===== config.mk =====
export PLATFORM = sky130hd
export DESIGN_NAME = master_port
export DESIGN_NICKNAME = d
export VERILOG_FILES = /design/src/rtl/system_bus_pkg.sv /design/src/rtl/bus_shift_reg.sv /design/src/rtl/master_port.sv
export SDC_FILE = /design/constraint.sdc
export NUM_CORES = 1
export LEC_CHECK = 0
export ABC_AREA = 1
export BUFFER_PORTS_ARGS = -buffer_cell sky130_fd_sc_hd__buf_2
export CORE_MARGIN = 3
export CORE_UTILIZATION = 58
export CTS_CLUSTER_SIZE = 28
export DETAILED_ROUTE_END_ITERATION = 10
export PLACE_DENSITY_LB_ADDON = 0.2
export SLEW_MARGIN = 40
export SYNTH_ARGS = -nofsm -noshare
export SYNTH_HDL_FRONTEND = slang
export SYNTH_SLANG_ARGS = --single-unit

===== constraint.sdc =====
create_clock -name clk -period 4.22 [get_ports clk]
set_clock_uncertainty 0.1 [all_clocks]
set_input_delay 1.055 -clock clk [delete_from_list [all_inputs] [get_ports clk]]
set_output_delay 1.055 -clock clk [all_outputs]
set_load 0.02 [all_outputs]

===== src/rtl/system_bus_pkg.sv =====
// ============================================================================
// Module  : system_bus_pkg
// Brief   : Shared types and constants for the serial system bus ports.
// Revision: 1.0 - initial release
// ============================================================================
`default_nettype none

package system_bus_pkg;

  typedef enum logic [2:0] {
    IDLE     = 3'd0,
    SEND     = 3'd1,
    WAIT_RSP = 3'd2,
    RECV     = 3'd3,
    DONE     = 3'd4
  } master_state_t;

  localparam logic MODE_READ  = 1'b0;
  localparam logic MODE_WRITE = 1'b1;

endpackage

`default_nettype wire


===== src/rtl/bus_shift_reg.sv =====
// ============================================================================
// Module  : bus_shift_reg
// Brief   : Parallel-load, shift-left register with serial-in and MSB out.
// Revision: 1.0 - initial release
// ============================================================================
`default_nettype none

module bus_shift_reg #(
  parameter int WIDTH = 8
) (
  input  logic             clk,
  input  logic             rstn,
  input  logic             load,
  input  logic [WIDTH-1:0] load_data,
  input  logic             shift,
  input  logic             serial_in,
  output logic [WIDTH-1:0] q,
  output logic             msb
);

  logic [WIDTH-1:0] r_q;

  // Load takes priority so a new frame never mixes with a stale shift.
  always_ff @(posedge clk) begin
    if (!rstn) begin
      r_q <= '0;
    end else if (load) begin
      r_q <= load_data;
    end else if (shift) begin
      r_q <= {r_q[WIDTH-2:0], serial_in};
    end
  end

  assign q   = r_q;
  assign msb = r_q[WIDTH-1];

endmodule

`default_nettype wire


===== src/rtl/master_port.sv =====
// ============================================================================
// Module  : master_port
// Brief   : Serial system bus master: serializes addr+data MSB-first and
//           deserializes the read response. Define MASTER_PORT_TIMEOUT_EN to
//           enable the stall timeout.
// Revision: 1.0 - initial release
// ============================================================================
`default_nettype none

module master_port
  import system_bus_pkg::*;
#(
  parameter int ADDR_WIDTH     = 16,
  parameter int DATA_WIDTH     = 8,
  parameter int TIMEOUT_CYCLES = 64
) (
  input  logic                  clk,
  input  logic                  rstn,
  input  logic                  req_valid,
  output logic                  req_ready,
  input  logic                  req_mode,
  input  logic [ADDR_WIDTH-1:0] req_addr,
  input  logic [DATA_WIDTH-1:0] req_wdata,
  output logic                  rsp_valid,
  output logic [DATA_WIDTH-1:0] rsp_rdata,
  output logic                  rsp_err,
  output logic                  mode,
  output logic                  wr_bus,
  output logic                  master_valid,
  input  logic                  slave_ready,
  input  logic                  rd_bus,
  input  logic                  slave_valid,
  output logic                  master_ready
);

  localparam int c_FRAME_W = ADDR_WIDTH + DATA_WIDTH;
  localparam int c_CNT_W   = $clog2(c_FRAME_W + 1);

  master_state_t         r_state;
  master_state_t         w_state_nxt;
  logic [c_CNT_W-1:0]    r_cnt;
  logic                  r_mode;
  logic [DATA_WIDTH-1:0] r_rsp_rdata;

  logic                  w_accept;
  logic                  w_tx_fire;
  logic                  w_rx_fire;
  logic                  w_tx_last;
  logic                  w_rx_last;
  logic                  w_timeout;
  logic [c_FRAME_W-1:0]  w_tx_load_data;
  logic [c_FRAME_W-1:0]  w_tx_q;
  logic                  w_tx_msb;
  logic [DATA_WIDTH-1:0] w_rx_q;
  logic                  w_rx_msb;
  logic                  w_unused;

  assign w_accept  = (r_state == IDLE) && req_valid;
  assign w_tx_fire = (r_state == SEND) && slave_ready;
  assign w_rx_fire = (r_state == RECV) && slave_valid;
  assign w_tx_last = w_tx_fire && (r_cnt == c_CNT_W'(c_FRAME_W - 1));
  assign w_rx_last = w_rx_fire && (r_cnt == c_CNT_W'(DATA_WIDTH - 1));

  // Reads put zeros in the data field regardless of req_wdata.
  assign w_tx_load_data = {req_addr,
                           (req_mode == MODE_WRITE) ? req_wdata : {DATA_WIDTH{1'b0}}};

  bus_shift_reg #(.WIDTH(c_FRAME_W)) u_tx_shift (
    .clk       (clk),
    .rstn      (rstn),
    .load      (w_accept),
    .load_data (w_tx_load_data),
    .shift     (w_tx_fire),
    .serial_in (1'b0),
    .q         (w_tx_q),
    .msb       (w_tx_msb)
  );

  bus_shift_reg #(.WIDTH(DATA_WIDTH)) u_rx_shift (
    .clk       (clk),
    .rstn      (rstn),
    .load      (w_accept),
    .load_data ({DATA_WIDTH{1'b0}}),
    .shift     (w_rx_fire),
    .serial_in (rd_bus),
    .q         (w_rx_q),
    .msb       (w_rx_msb)
  );

  assign w_unused = ^{w_tx_q, w_rx_msb};

`ifdef MASTER_PORT_TIMEOUT_EN
  localparam int c_STALL_W = $clog2(TIMEOUT_CYCLES + 1);

  logic [c_STALL_W-1:0] r_stall;
  logic                 r_rsp_err;
  logic                 w_stalling;

  assign w_stalling = ((r_state == SEND) && !slave_ready) ||
                      ((r_state == WAIT_RSP) && !slave_valid);
  assign w_timeout  = w_stalling && (r_stall == c_STALL_W'(TIMEOUT_CYCLES - 1));

  // Cleared by any transfer and by every state change.
  always_ff @(posedge clk) begin
    if (!rstn || !w_stalling || (w_state_nxt != r_state)) begin
      r_stall <= '0;
    end else begin
      r_stall <= r_stall + 1'b1;
    end
  end

  always_ff @(posedge clk) begin
    if (!rstn) begin
      r_rsp_err <= 1'b0;
    end else if ((w_state_nxt == DONE) && (r_state != DONE)) begin
      r_rsp_err <= w_timeout;
    end
  end

  assign rsp_err = r_rsp_err;
`else
  logic w_timeout_unused;

  assign w_timeout_unused = (TIMEOUT_CYCLES > 0);
  assign w_timeout        = 1'b0;
  assign rsp_err          = 1'b0;
`endif

  always_ff @(posedge clk) begin
    if (!rstn) begin
      r_state <= IDLE;
    end else begin
      r_state <= w_state_nxt;
    end
  end

  always_comb begin
    w_state_nxt = r_state;
    case (r_state)
      IDLE:     if (req_valid) w_state_nxt = SEND;
      SEND: begin
        if (w_tx_last) begin
          w_state_nxt = (r_mode == MODE_WRITE) ? DONE : WAIT_RSP;
        end else if (w_timeout) begin
          w_state_nxt = DONE;
        end
      end
      WAIT_RSP: begin
        if (slave_valid) begin
          w_state_nxt = RECV;
        end else if (w_timeout) begin
          w_state_nxt = DONE;
        end
      end
      RECV:     if (w_rx_last) w_state_nxt = DONE;
      DONE:     w_state_nxt = IDLE;
      default:  w_state_nxt = IDLE;
    endcase
  end

  always_ff @(posedge clk) begin
    if (!rstn) begin
      r_cnt       <= '0;
      r_mode      <= MODE_READ;
      r_rsp_rdata <= '0;
    end else begin
      if (w_accept) begin
        r_cnt  <= '0;
        r_mode <= req_mode;
      end else if ((r_state == WAIT_RSP) && slave_valid) begin
        r_cnt <= '0;
      end else if (w_tx_fire || w_rx_fire) begin
        r_cnt <= r_cnt + 1'b1;
      end

      // The last bit is captured straight from rd_bus so data is valid in DONE.
      if (w_rx_last) begin
        r_rsp_rdata <= {w_rx_q[DATA_WIDTH-2:0], rd_bus};
      end else if (w_timeout) begin
        r_rsp_rdata <= '0;
      end
    end
  end

  assign req_ready    = (r_state == IDLE);
  assign rsp_valid    = (r_state == DONE);
  assign master_valid = (r_state == SEND);
  assign master_ready = (r_state == RECV);
  assign wr_bus       = (r_state == SEND) && w_tx_msb;
  assign mode         = r_mode;
  assign rsp_rdata    = r_rsp_rdata;

endmodule

`default_nettype wire

==> run metrics <==
status completed; Register Area 961 sq um; WP buf/inv 2; leading area contributor after synthesis dfxtp_1; Root Buffer clkbuf_8; clock latency on the worst-skew pair 300 ps; Port Buffers 44; gpl congestion 0.773; Site Rows 22; syn_area_per_cell 7.45 sq um; First-pass DRT Iterations 5; Post-Route WL 4.48 mm; Main synth FF type dfxtp_1; Post-route DRC 0; post-layout util 68.6%; Max Fclk 399 MHz; Ys Warns 0; total power 1.63 mW; CP max FO 8; min Tclk post-route 2510 ps; routed vias/inst 5.18; final hold violations 0; ANT nets after route 0; CP Launch Type flop; vias in the first global route 1746; Syn Inst Count 302; htree depth 2; DP Area 2410 sq um; post-CTS setup buffer count 0; critical path data required time 3060 ps; Power Density 643 nW/um^2; CTS Buf Count 5; layout cells sized above 1 21.0%; Sinks on Clock Net 48; Synth top area share 42.7%; crit-path cells nand3_2 -> inv_1 -> buf_2; number of synthesized flops with an enable pin 0; largest net degree at the start of global routing 42; Crit Path Class flop to primary output; setup ws final 1710 ps; Slew Limit Fails 0; Setup TNS 0 ps; CTS tree done; final setup fails 0; final instance area 2530 sq um; IR Drop Worst-Case VDD 0.444 mV; Hold WS 360 ps; HPWL after DPL 3.15 mm; Post-synth ARST share 0%; RSZ-0062 raised after global routing no; Min-Delay Path Class flop to flop; cts hold-fix bufs 0; Worst path slowest cell dfxtp_1; synthesized area 2250 sq um; wire per inst 11.6 microns; initial antenna violation count 0; num ports 46; Initial Utilization 61.0%; fill count 349; Synth Net Count 334; CORE AREA 3690 sq um; pre-CTS WS 1700 ps; die width 68.3 microns; Die Height 68.3 microns; Multi-input gate area 1040 sq um; fin crit share 59.4%; Max Cap Viol 0; Final Non-Filler Cells 386; Critical Path End Type primary output; placed instance count 378; Total GRT Usage 20.4%; Reg clk slew, reported paths 90 ps; Largest delay share family, worst path flip-flops; Seq cells post-synth 48; post-synthesis sequential area ratio 42.7%; first-pass GRT wire length 7.32 mm; CTS resizes 0; Worst EP arrival 1350 ps; slowest stage delay, CP 560 ps; NumNets Final 369; Inserted Diodes 0; leak pwr 1.13 nW; Die Footprint 4660 sq um; Layout area overhead 12.3%; GRT overflow 0; most area-consuming cells after synthesis dfxtp_1 (43%), a21oi_1 (9.6%), o21ai_1 (8.7%); CTS Buffer Depth 2; DRT iter0 DRCs 121; Netlist cell types 30; DR vias 1999
[tightest hold or removal path: stages, from the launching register on]
cell and delay [ps]:
dfxtp_1 310, nand2_1 60, a21oi_1 50
[path summary, 6_finish.rpt]
check / startpoint / to / slack, ps / cells after the start
worst min-delay path: rsp_rdata[3] / rsp_rdata[3] / 360 / 2
worst min register to register: rsp_rdata[3] / rsp_rdata[3] / 360 / 2
worst max-delay path: r_state[1] / master_ready / 1710 / 3
worst max register to register: r_state[1] / u_tx_shift.q[22] / 2220 / 5
[placed cells by master, fill, tap and decap left out, types with 2 or more instances in the layout]
cell type,synthesis,final
a21oi_1,43,43
buf_2,3,44
clkbuf_8,0,6
dfxtp_1,48,48
inv_1,29,29
inv_2,4,4
nand2_1,50,50
nand2_2,3,3
nand2_4,4,4
nand3_1,21,21
nor2_1,13,13
nor2_2,2,2
nor2_4,3,3
nor3_1,2,2
o21ai_0,14,14
o21ai_1,39,39
[per-layer routing]
layer  track usage (%)  vias up  wire length, microns
met5                 0        -                     0
met2              35.0       44                  2090
li1                  -     1063                     -
met1              25.6      885                  2120
met4              6.70        0                    68
met3              3.94        7                   196
[report_power, final]
part | internal (mW) | total [mW] | switching (mW)
combinational | 0.210 | 0.619 | 0.409
clock | 0.194 | 0.344 | 0.151
sequential | 0.577 | 0.662 | 0.0847
[cell type report]
cell class / count / share of cell area (%)
inverter: 34 / 5.05
timing repair buffer: 44 / 8.71
multi-input combinational: 204 / 41.1
clock buffer: 6 / 3.27
sequential: 48 / 38.0
clock inverter: 2 / 1.53
tap: 48 / 2.38
[cells in the mapped netlist, types with 2 or more instances]
cell type  number
nand2_1        50
clkbuf_1        4
inv_2           4
buf_6           5
buf_4           3
nand3_1        21
nor2_4          3
nor3_1          2
o21ai_1        39
nor2_1         13
nor2_2          2
inv_1          29
buf_2           3
o21ai_0        14
nand2_4         4
nand2_2         3
a21oi_1        43
dfxtp_1        48
[sequential cells by signal, summed over array words and instances, names as in the netlist]
name and cells:
r_state 3, mode 1, u_rx_shift.q 7, r_cnt 5
rsp_rdata 8, u_tx_shift.q 24
[logic make-up (layout without fill, tap and decap cells)]
logic type               count (synthesis)  count (layout)  synth area share [%]
other                                    1               1                 0.167
adder cells (fa/ha/maj)                  1               1                 0.556
AO/OA/AOI/OAI                           98              98                  22.3
buffers and inverters                   50              86                  11.2
XOR/XNOR                                 2               2                 0.778
flip-flops                              48              48                  42.7
AND/OR/NAND/NOR                        102             102                  22.3
Note: power is estimated with default switching activity, not from simulation.
